--- src/rtl/change_dispense_ctrl.sv ---
// change_dispense_ctrl: sequences a change payout one coin at a time, largest
// coin first. Coin types whose hopper reports empty, or that have faulted, are
// skipped. Any amount that cannot be paid is reported in o_remainder.
// Optional build macro: DISPENSE_TIMEOUT_EN. When it is defined, a hopper that
// does not accept a coin within TIMEOUT_CYCLES cycles is flagged in
// o_hopper_fault and excluded until reset.
module change_dispense_ctrl #(
  parameter int unsigned TOTAL_BITS     = 31,
  parameter int unsigned COIN0_VALUE    = 100,
  parameter int unsigned COIN1_VALUE    = 500,
  parameter int unsigned COIN2_VALUE    = 1000,
  parameter int unsigned TIMEOUT_CYCLES = 64
) (
  input  logic                  clk,
  input  logic                  reset_n,
  input  logic                  i_start,
  input  logic [TOTAL_BITS-1:0] i_amount,
  input  logic [2:0]            i_coin_empty,
  output logic                  o_busy,
  output logic                  o_coin_valid,
  output logic [2:0]            o_coin_sel,
  input  logic                  i_coin_ready,
  output logic                  o_done,
  output logic [TOTAL_BITS-1:0] o_remainder,
  output logic [2:0]            o_hopper_fault
);

  typedef enum logic [1:0] {
    S_IDLE,
    S_SELECT,
    S_DISPENSE,
    S_DONE
  } state_e;

  localparam logic [TOTAL_BITS-1:0] COIN0_V = TOTAL_BITS'(COIN0_VALUE);
  localparam logic [TOTAL_BITS-1:0] COIN1_V = TOTAL_BITS'(COIN1_VALUE);
  localparam logic [TOTAL_BITS-1:0] COIN2_V = TOTAL_BITS'(COIN2_VALUE);

  state_e                  state_q, state_d;
  logic [TOTAL_BITS-1:0]   rem_q, rem_d;
  logic [TOTAL_BITS-1:0]   remainder_q, remainder_d;
  logic [2:0]              sel_q, sel_d;
  logic                    valid_q, valid_d;
  logic                    busy_q, busy_d;
  logic                    done_q, done_d;
  logic [2:0]              fault_mask;
  logic [2:0]              coin_ok;
  logic [TOTAL_BITS-1:0]   disp_val;

`ifdef DISPENSE_TIMEOUT_EN
  localparam int unsigned  CNT_W    = $clog2(TIMEOUT_CYCLES + 1);
  localparam logic [CNT_W-1:0] CNT_LAST = CNT_W'(TIMEOUT_CYCLES - 1);

  logic [CNT_W-1:0]        cnt_q, cnt_d;
  logic [2:0]              fault_q, fault_d;

  assign fault_mask     = fault_q;
  assign o_hopper_fault = fault_q;
`else
  // The timeout length only matters in the timeout build; fold it into a
  // dangling net so the parameter stays in the interface.
  logic unused_timeout;
  assign unused_timeout = ^TIMEOUT_CYCLES;
  assign fault_mask     = '0;
  assign o_hopper_fault = '0;
`endif

  assign o_busy       = busy_q;
  assign o_coin_valid = valid_q;
  assign o_coin_sel   = sel_q;
  assign o_done       = done_q;
  assign o_remainder  = remainder_q;

  // Which coin types could be paid from the current remainder right now.
  always_comb begin
    coin_ok[0] = (rem_q >= COIN0_V) && !i_coin_empty[0] && !fault_mask[0];
    coin_ok[1] = (rem_q >= COIN1_V) && !i_coin_empty[1] && !fault_mask[1];
    coin_ok[2] = (rem_q >= COIN2_V) && !i_coin_empty[2] && !fault_mask[2];
  end

  // Value of the coin currently offered to the hopper (one-hot select).
  always_comb begin
    disp_val = ({TOTAL_BITS{sel_q[0]}} & COIN0_V)
             | ({TOTAL_BITS{sel_q[1]}} & COIN1_V)
             | ({TOTAL_BITS{sel_q[2]}} & COIN2_V);
  end

  // Next-state and registered-output logic; outputs are computed for the
  // state being entered so every output comes straight from a flop.
  always_comb begin
    state_d     = state_q;
    rem_d       = rem_q;
    remainder_d = remainder_q;
    sel_d       = sel_q;
    valid_d     = valid_q;
    busy_d      = busy_q;
    done_d      = 1'b0;
`ifdef DISPENSE_TIMEOUT_EN
    cnt_d       = cnt_q;
    fault_d     = fault_q;
`endif
    case (state_q)
      S_IDLE: begin
        busy_d = 1'b0;
        if (i_start) begin
          rem_d       = i_amount;
          remainder_d = '0;
          busy_d      = 1'b1;
          state_d     = S_SELECT;
        end
      end
      S_SELECT: begin
        if (coin_ok != 3'b000) begin
          valid_d = 1'b1;
          state_d = S_DISPENSE;
          if (coin_ok[2])      sel_d = 3'b100;
          else if (coin_ok[1]) sel_d = 3'b010;
          else                 sel_d = 3'b001;
`ifdef DISPENSE_TIMEOUT_EN
          cnt_d = '0;
`endif
        end else begin
          // o_done and o_remainder are raised on entry so they are visible
          // during the single DONE cycle.
          done_d      = 1'b1;
          remainder_d = rem_q;
          state_d     = S_DONE;
        end
      end
      S_DISPENSE: begin
        if (i_coin_ready) begin
          rem_d   = rem_q - disp_val;
          valid_d = 1'b0;
          sel_d   = '0;
          state_d = S_SELECT;
        end
`ifdef DISPENSE_TIMEOUT_EN
        else if (cnt_q == CNT_LAST) begin
          fault_d = fault_q | sel_q;
          valid_d = 1'b0;
          sel_d   = '0;
          state_d = S_SELECT;
        end else begin
          cnt_d = cnt_q + 1'b1;
        end
`endif
      end
      S_DONE: begin
        busy_d  = 1'b0;
        state_d = S_IDLE;
      end
      default: begin
        busy_d  = 1'b0;
        valid_d = 1'b0;
        sel_d   = '0;
        state_d = S_IDLE;
      end
    endcase
  end

  // Main state and output registers.
  always_ff @(posedge clk or negedge reset_n) begin
    if (!reset_n) begin
      state_q     <= S_IDLE;
      rem_q       <= '0;
      remainder_q <= '0;
      sel_q       <= '0;
      valid_q     <= 1'b0;
      busy_q      <= 1'b0;
      done_q      <= 1'b0;
    end else begin
      state_q     <= state_d;
      rem_q       <= rem_d;
      remainder_q <= remainder_d;
      sel_q       <= sel_d;
      valid_q     <= valid_d;
      busy_q      <= busy_d;
      done_q      <= done_d;
    end
  end

`ifdef DISPENSE_TIMEOUT_EN
  // Hopper timeout counter and sticky fault flags.
  always_ff @(posedge clk or negedge reset_n) begin
    if (!reset_n) begin
      cnt_q   <= '0;
      fault_q <= '0;
    end else begin
      cnt_q   <= cnt_d;
      fault_q <= fault_d;
    end
  end
`endif

endmodule

--- config.mk ---
export PLATFORM = sky130hd
export DESIGN_NAME = change_dispense_ctrl
export DESIGN_NICKNAME = d
export VERILOG_FILES = /design/src/rtl/change_dispense_ctrl.sv
export SDC_FILE = /design/constraint.sdc
export NUM_CORES = 1
export LEC_CHECK = 0
export ABC_AREA = 1
export CORE_UTILIZATION = 26
export DETAILED_ROUTE_END_ITERATION = 10
export PLACE_DENSITY = 0.5
export SLEW_MARGIN = 25
export SYNTH_ARGS = -nofsm -noshare
export SYNTH_HDL_FRONTEND = slang
export SYNTH_SLANG_ARGS = --single-unit
--- constraint.sdc ---
create_clock -name clk -period 2.1 [get_ports clk]
set_clock_uncertainty 0.15 [all_clocks]
set_input_delay 0.21 -clock clk [delete_from_list [all_inputs] [get_ports clk]]
set_output_delay 0.21 -clock clk [all_outputs]
set_load 0.01 [all_outputs]
### Yosys cells after proc, flatten, opt, wreduce, memory -nomap -nowiden

Cells that the tools add are included.

* output and inout bits: 40
* bits in registers: 70
* input port bits: 38

* equality and inequality tests: 7
* reductions and logical operators: 16
* bitwise logic cells: 2
* mux-type cells: 22
* add/sub/neg operators: 1
* magnitude comparators: 3

Operators by type and width (count)
* 2-to-1 mux 31 bit: 4
* case mux 31 bit (2 select lines): 2
* greater-or-equal comparator 31 x 10 -> 1 bit (second input constant): 1
* greater-or-equal comparator 31 x 7 -> 1 bit (second input constant): 1
* greater-or-equal comparator 31 x 9 -> 1 bit (second input constant): 1
* subtractor 31 x 10 -> 31 bit: 1
* OR 9 x 10 -> 10 bit: 1
* 2-to-1 mux 3 bit: 3
* OR 7 x 9 -> 9 bit: 1
* AND reduction 3 bit: 3
* != test 2 bit (second input constant): 4
* case mux 2 bit (4 select lines): 1
* nonzero test 2 bit: 4
* 2-to-1 mux 1 bit: 6
* 2-to-1 mux 2 bit: 3
* case mux 3 bit (2 select lines): 1
* == test 2 bit (second input constant): 2
* case mux 1 bit (2 select lines): 2
* logical AND 1 bit: 3
* logical NOT 1 bit: 3
* nonzero test 3 bit: 1
* == test 2 x 1 -> 1 bit (second input constant): 1
* logical NOT 2 bit: 1
* AND reduction 2 bit: 1

### Longest topological paths before layout

* depth in word-level cells: 6
* gate-level depth with buffers: 16

### Worst setup path before layout

Ideal clock, no wire load.

* path type: register -> register
* start: register sel_q[0], in the netlist o_coin_sel[0]
* end: register rem_q[26]
* period minus slack after synthesis: 2346 ps
* library setup time: 130 ps
* data arrival time: 2065 ps
* buffers on the path: 1
* path slack: -246 ps
* cell stages (with the launch flop): 16
* cell sequence: dfrtp_1 inv_1 nand2_1 ha_1 fa_1 nor2_1 o21ai_0 nand2_1 nand3_1 nand2_2 inv_1 buf_4 nand3_1 nand3_1 nand2_1 o21ai_1

* word-level cells in the longest chain between the ends: 5

RTL lines
* start, declared: line 42 `logic [2:0] sel_q, sel_d;`
* start signal, assigned: line 175 `sel_q <= sel_d;`
* OR 7 x 9 -> 9 bit: line 84 `| ({TOTAL_BITS{sel_q[1]}} & COIN1_V)`
* OR 9 x 10 -> 10 bit: line 85 `| ({TOTAL_BITS{sel_q[2]}} & COIN2_V);`
* subtractor 31 x 10 -> 31 bit: line 132 `rem_d = rem_q - disp_val;`
* 2-to-1 mux 31 bit: line 131 `if (i_coin_ready) begin`
* case mux 31 bit (2 select lines): line 102 `case (state_q)`
* end signal, assigned: line 173 `rem_q <= rem_d;`
* end, declared: line 40 `logic [TOTAL_BITS-1:0] rem_q, rem_d;`

Every way passes these cells. The select of a mux whose other input is x is not followed.
A chain may end at the register's enable or synchronous reset.

### Worst setup path after layout

* start: register sel_q[0], in the netlist o_coin_sel[0]
* end: register rem_q[18]

Same word-level chain as after synthesis.

==> out/qor.yml <==
sta:
  finalWorstPathRequiredPeriod_ns: 2.18
  slew_headroom: 0.626
  rsz0062_at_grt: "yes"
  totalNegativeSetupSlack_ns: -0.563
  maximum_frequency_from_static_timing_analysis_mhz: 459
  timing.final.crit_share: 1.04
  slew_violations: 0
  finalWorstSetupSlack_ns: -0.0798
  final-hold-violation-count: 0
  setup_viol_count_final: 11
  max_slew.worst_pin.slew_ns: 0.561
global_route:
  grt.overflow.total: 0
  grt_max_degree: 35
  first_global_vias: 4515
  grt_usage: 0.165
  number_of_antenna_violations_at_the_first_check_in_global_routing: 0
  global_route_wire_length_before_repair_um: 23100
cts:
  tritoncts: "done"
  total_number_of_h_tree_levels: 3
  cts_inserted_buffers: 9
  clockRootBuffer: "sky130_fd_sc_hd__clkbuf_16"
  cts_num_sinks: 70
  clk_latency_ns: 0.34
  cts.path.max_buffers: 2
  clk_pin_slew_worst_paths_ns: 0.06
worst_setup_path:
  worst-endpoint-required_ns: 2.22
  critical_path.cell_chain: "inv_2, nand2_2, ha_4, fa_2, nor2_2, o21ai_1, nand2_1, nand3_2, nand2_4, buf_6, o21ai_2, nand3_1, nand2_1, o21ai_1"
  worst_path_max_delay_cell: "sky130_fd_sc_hd__dfrtp_1"
  endpoint_kind: "register"
  crit_fanout: 4
  r2r_cells: 14
  startpoint_type: "register"
  critPathKind: "register to register"
  cpPeakStageDelay_ns: 0.39
  worst-endpoint-arrival_ns: 2.30
floorplanning:
  coreArea_mm2: 0.0168
  initial_utilization: 0.270
  x_dimension_of_the_die_um: 134
  die_y_um: 134
  total_i_o_pin_count: 78
  num_rows: 47
  design.die.area_mm2: 0.0180
route:
  highest_layer: "met4"
  drc: 0
  vias_per_cell: 4.51
  detailroute.via_count: 4691
  drt-total-wl_um: 14900
  met3WireLength_um: 596
  drt-met1-wl_um: 7410
  routedWlPerCell_um: 14.3
  firstDrtPassIters: 4
  route.antenna.remaining_nets: 0
  wl_met2_um: 6680
  drtIter0Drc: 278
hold_path:
  hold_class: "input pin to async pin"
cells_and_area:
  antenna-diode-count: 0
  syn2layout_area_growth_pct: 50.4
  finalNonFillerCells: 1040
  final_layout_size_suffix_gt1_frac: 0.251
  finalCoreUtilization: 0.406
  nets: 864
  final.fill_count: 1804
synthesis:
  syn_area_mm2: 0.00454
  post_synth_main_area_contributors: "sky130_fd_sc_hd__dfrtp_1 (39%), sky130_fd_sc_hd__nand2_1 (19%), sky130_fd_sc_hd__nor2_1 (6.4%), sky130_fd_sc_hd__nand3b_1 (5.3%), sky130_fd_sc_hd__nand3_1 (5.0%)"
  library_cell_occupying_the_most_area_in_the_post_synthesis_netlist: "sky130_fd_sc_hd__dfrtp_1"
  ys_ff_latch: 70
  synth_warnings: 0
  ys_types: 38
  synth-seq-area-share: 0.386
  synthDominantCellAreaShare: 0.386
  syn_inst: 657
  synth.avg_cell_area_um2: 6.90
place:
  pre_cts_ws_ns: -0.0781
  place.detailed.hpwl_um: 10700
  gp_routability_congestion: 0.883
  placed_cells: 1003
  numPortBuffers: 74
power_and_ir_drop:
  design_power_total_mw: 11.8
  p_per_area_mw_per_mm2: 1730
  vdd.ir_drop.worst_v: 0.000631
  leakagePower_nw: 3.27
status:
  outcome: "finished, violations left"
  failed_checks: "negative setup slack"
run:
  cap_viol_max_count: 0
Yosys cell counts (all sizes together):
cell type    n
o21ai       29
clkbuf      11
nand2      239
o22ai        1
o31ai        1
and2         1
a22oi        1
buf         14
o311ai       1
o221ai       1
dfrtp       70
o211ai       5
a221oi       2
conb         1
or2          1
nor2        82
o21bai       2
fa           1
nor4         1
nand4       13
ha           9
nor3         7
a21oi       13
inv         72
nand3b      32
nand3       46
and3         1
final timing paths:
path / startpoint / slack [ns] / endpoint
max: o_coin_sel[0] / -0.08 / rem_q[18]
max in group asynchronous: reset_n / 0.86 / rem_q[30]
min in group clk: i_amount[0] / 0.27 / rem_q[0]
min: reset_n / 0.24 / o_coin_sel[0]
min reg2reg: o_remainder[9] / 0.32 / o_remainder[9]
max reg2reg: o_coin_sel[0] / -0.08 / rem_q[18]
timing repair:
item | in CTS | in global routing
hold endpoints to repair | 18 | 0
setup buffers | 3 | 14
endpoints found under the setup margin | 50 | 65
cloned | 0 | 5
resized for setup | 19 | 72
pin swaps | 2 | 41
hold buffers | 1 | 0
area by class of cell:
class / instances / area (um2) / area share
tap: 220 / 275 / 0.0404
multi-input combinational: 494 / 2690 / 0.394
timing repair buffer: 169 / 1550 / 0.227
clock inverter: 4 / 48.8 / 0.00715
inverter: 72 / 278 / 0.0407
clock buffer: 11 / 233 / 0.0341
sequential: 70 / 1750 / 0.257
sequential cells by signal, indices dropped and copies added (netlist names):
register      count
o_busy            1
o_coin_sel        3
o_coin_valid      1
o_done            1
o_remainder      31
rem_q            31
state_q           2
cells by family (layout without fill, tap and decap cells):
family / after synthesis / in the layout / share of synthesized area
simple gates: 423 / 425 / 0.416
buf+inv: 97 / 256 / 0.0952
flops: 70 / 70 / 0.386
compound gates: 56 / 56 / 0.0728
fa+ha+maj: 10 / 10 / 0.0292
other cells: 1 / 3 / 0.000827
cell usage in the layout (no fill, tap or decap), types with 7 or more instances in the layout:
| cell | Yosys | layout |
|---|---|---|
| sky130_fd_sc_hd__a21oi_1 | 10 | 7 |
| sky130_fd_sc_hd__buf_4 | 5 | 83 |
| sky130_fd_sc_hd__clkbuf_16 | 0 | 11 |
| sky130_fd_sc_hd__clkdlybuf4s50_1 | 0 | 73 |
| sky130_fd_sc_hd__dfrtp_1 | 70 | 70 |
| sky130_fd_sc_hd__inv_1 | 58 | 51 |
| sky130_fd_sc_hd__inv_2 | 14 | 20 |
| sky130_fd_sc_hd__nand2_1 | 232 | 213 |
| sky130_fd_sc_hd__nand2_2 | 4 | 18 |
| sky130_fd_sc_hd__nand2_4 | 2 | 7 |
| sky130_fd_sc_hd__nand3_1 | 45 | 40 |
| sky130_fd_sc_hd__nand3b_1 | 32 | 32 |
| sky130_fd_sc_hd__nand4_1 | 13 | 13 |
| sky130_fd_sc_hd__nor2_1 | 77 | 61 |
| sky130_fd_sc_hd__nor2_2 | 3 | 14 |
| sky130_fd_sc_hd__nor2_4 | 2 | 7 |
| sky130_fd_sc_hd__o21ai_0 | 23 | 14 |
| sky130_fd_sc_hd__o21ai_1 | 6 | 8 |
| sky130_fd_sc_hd__o21ai_2 | 0 | 7 |
power by group:
part	switching [mW]	leakage, nW	total [mW]	internal [mW]
clock network	0.601	0.139	1.51	0.912
logic	4.44	2.24	7.89	3.45
registers	0.406	0.892	2.38	1.97
total	5.45	3.27	11.8	6.33
routing by layer:
| layer | up-vias | GRT usage |
|---|---|---|
| met1 | 2174 | 0.245 |
| met3 | 15 | 0.0238 |
| met4 | 0 | 0.0581 |
| li1 | 2414 | - |
| met2 | 88 | 0.243 |
| met5 | - | 0 |
through the flow:
stage | instance area [um2] | hold slack (ns)
global route | 6820 | 0.292
floorplan | 4550 | -0.236
finish | 6820 | 0.238
global placement | 6000 | 0.0845
detailed placement | 6000 | 0.0894
CTS | 6390 | 0.252
worst max-delay path: cells and delay by family, from the launching register on:
kind / cells / cell delay, ns
adder cells (fa/ha/maj): 2 / 0.51
buffers and inverters: 2 / 0.21
AND/OR/NAND/NOR: 7 / 0.63
flip-flops: 1 / 0.39
AO/OA/AOI/OAI: 3 / 0.19
Note: power is estimated with default switching activity, not from simulation.
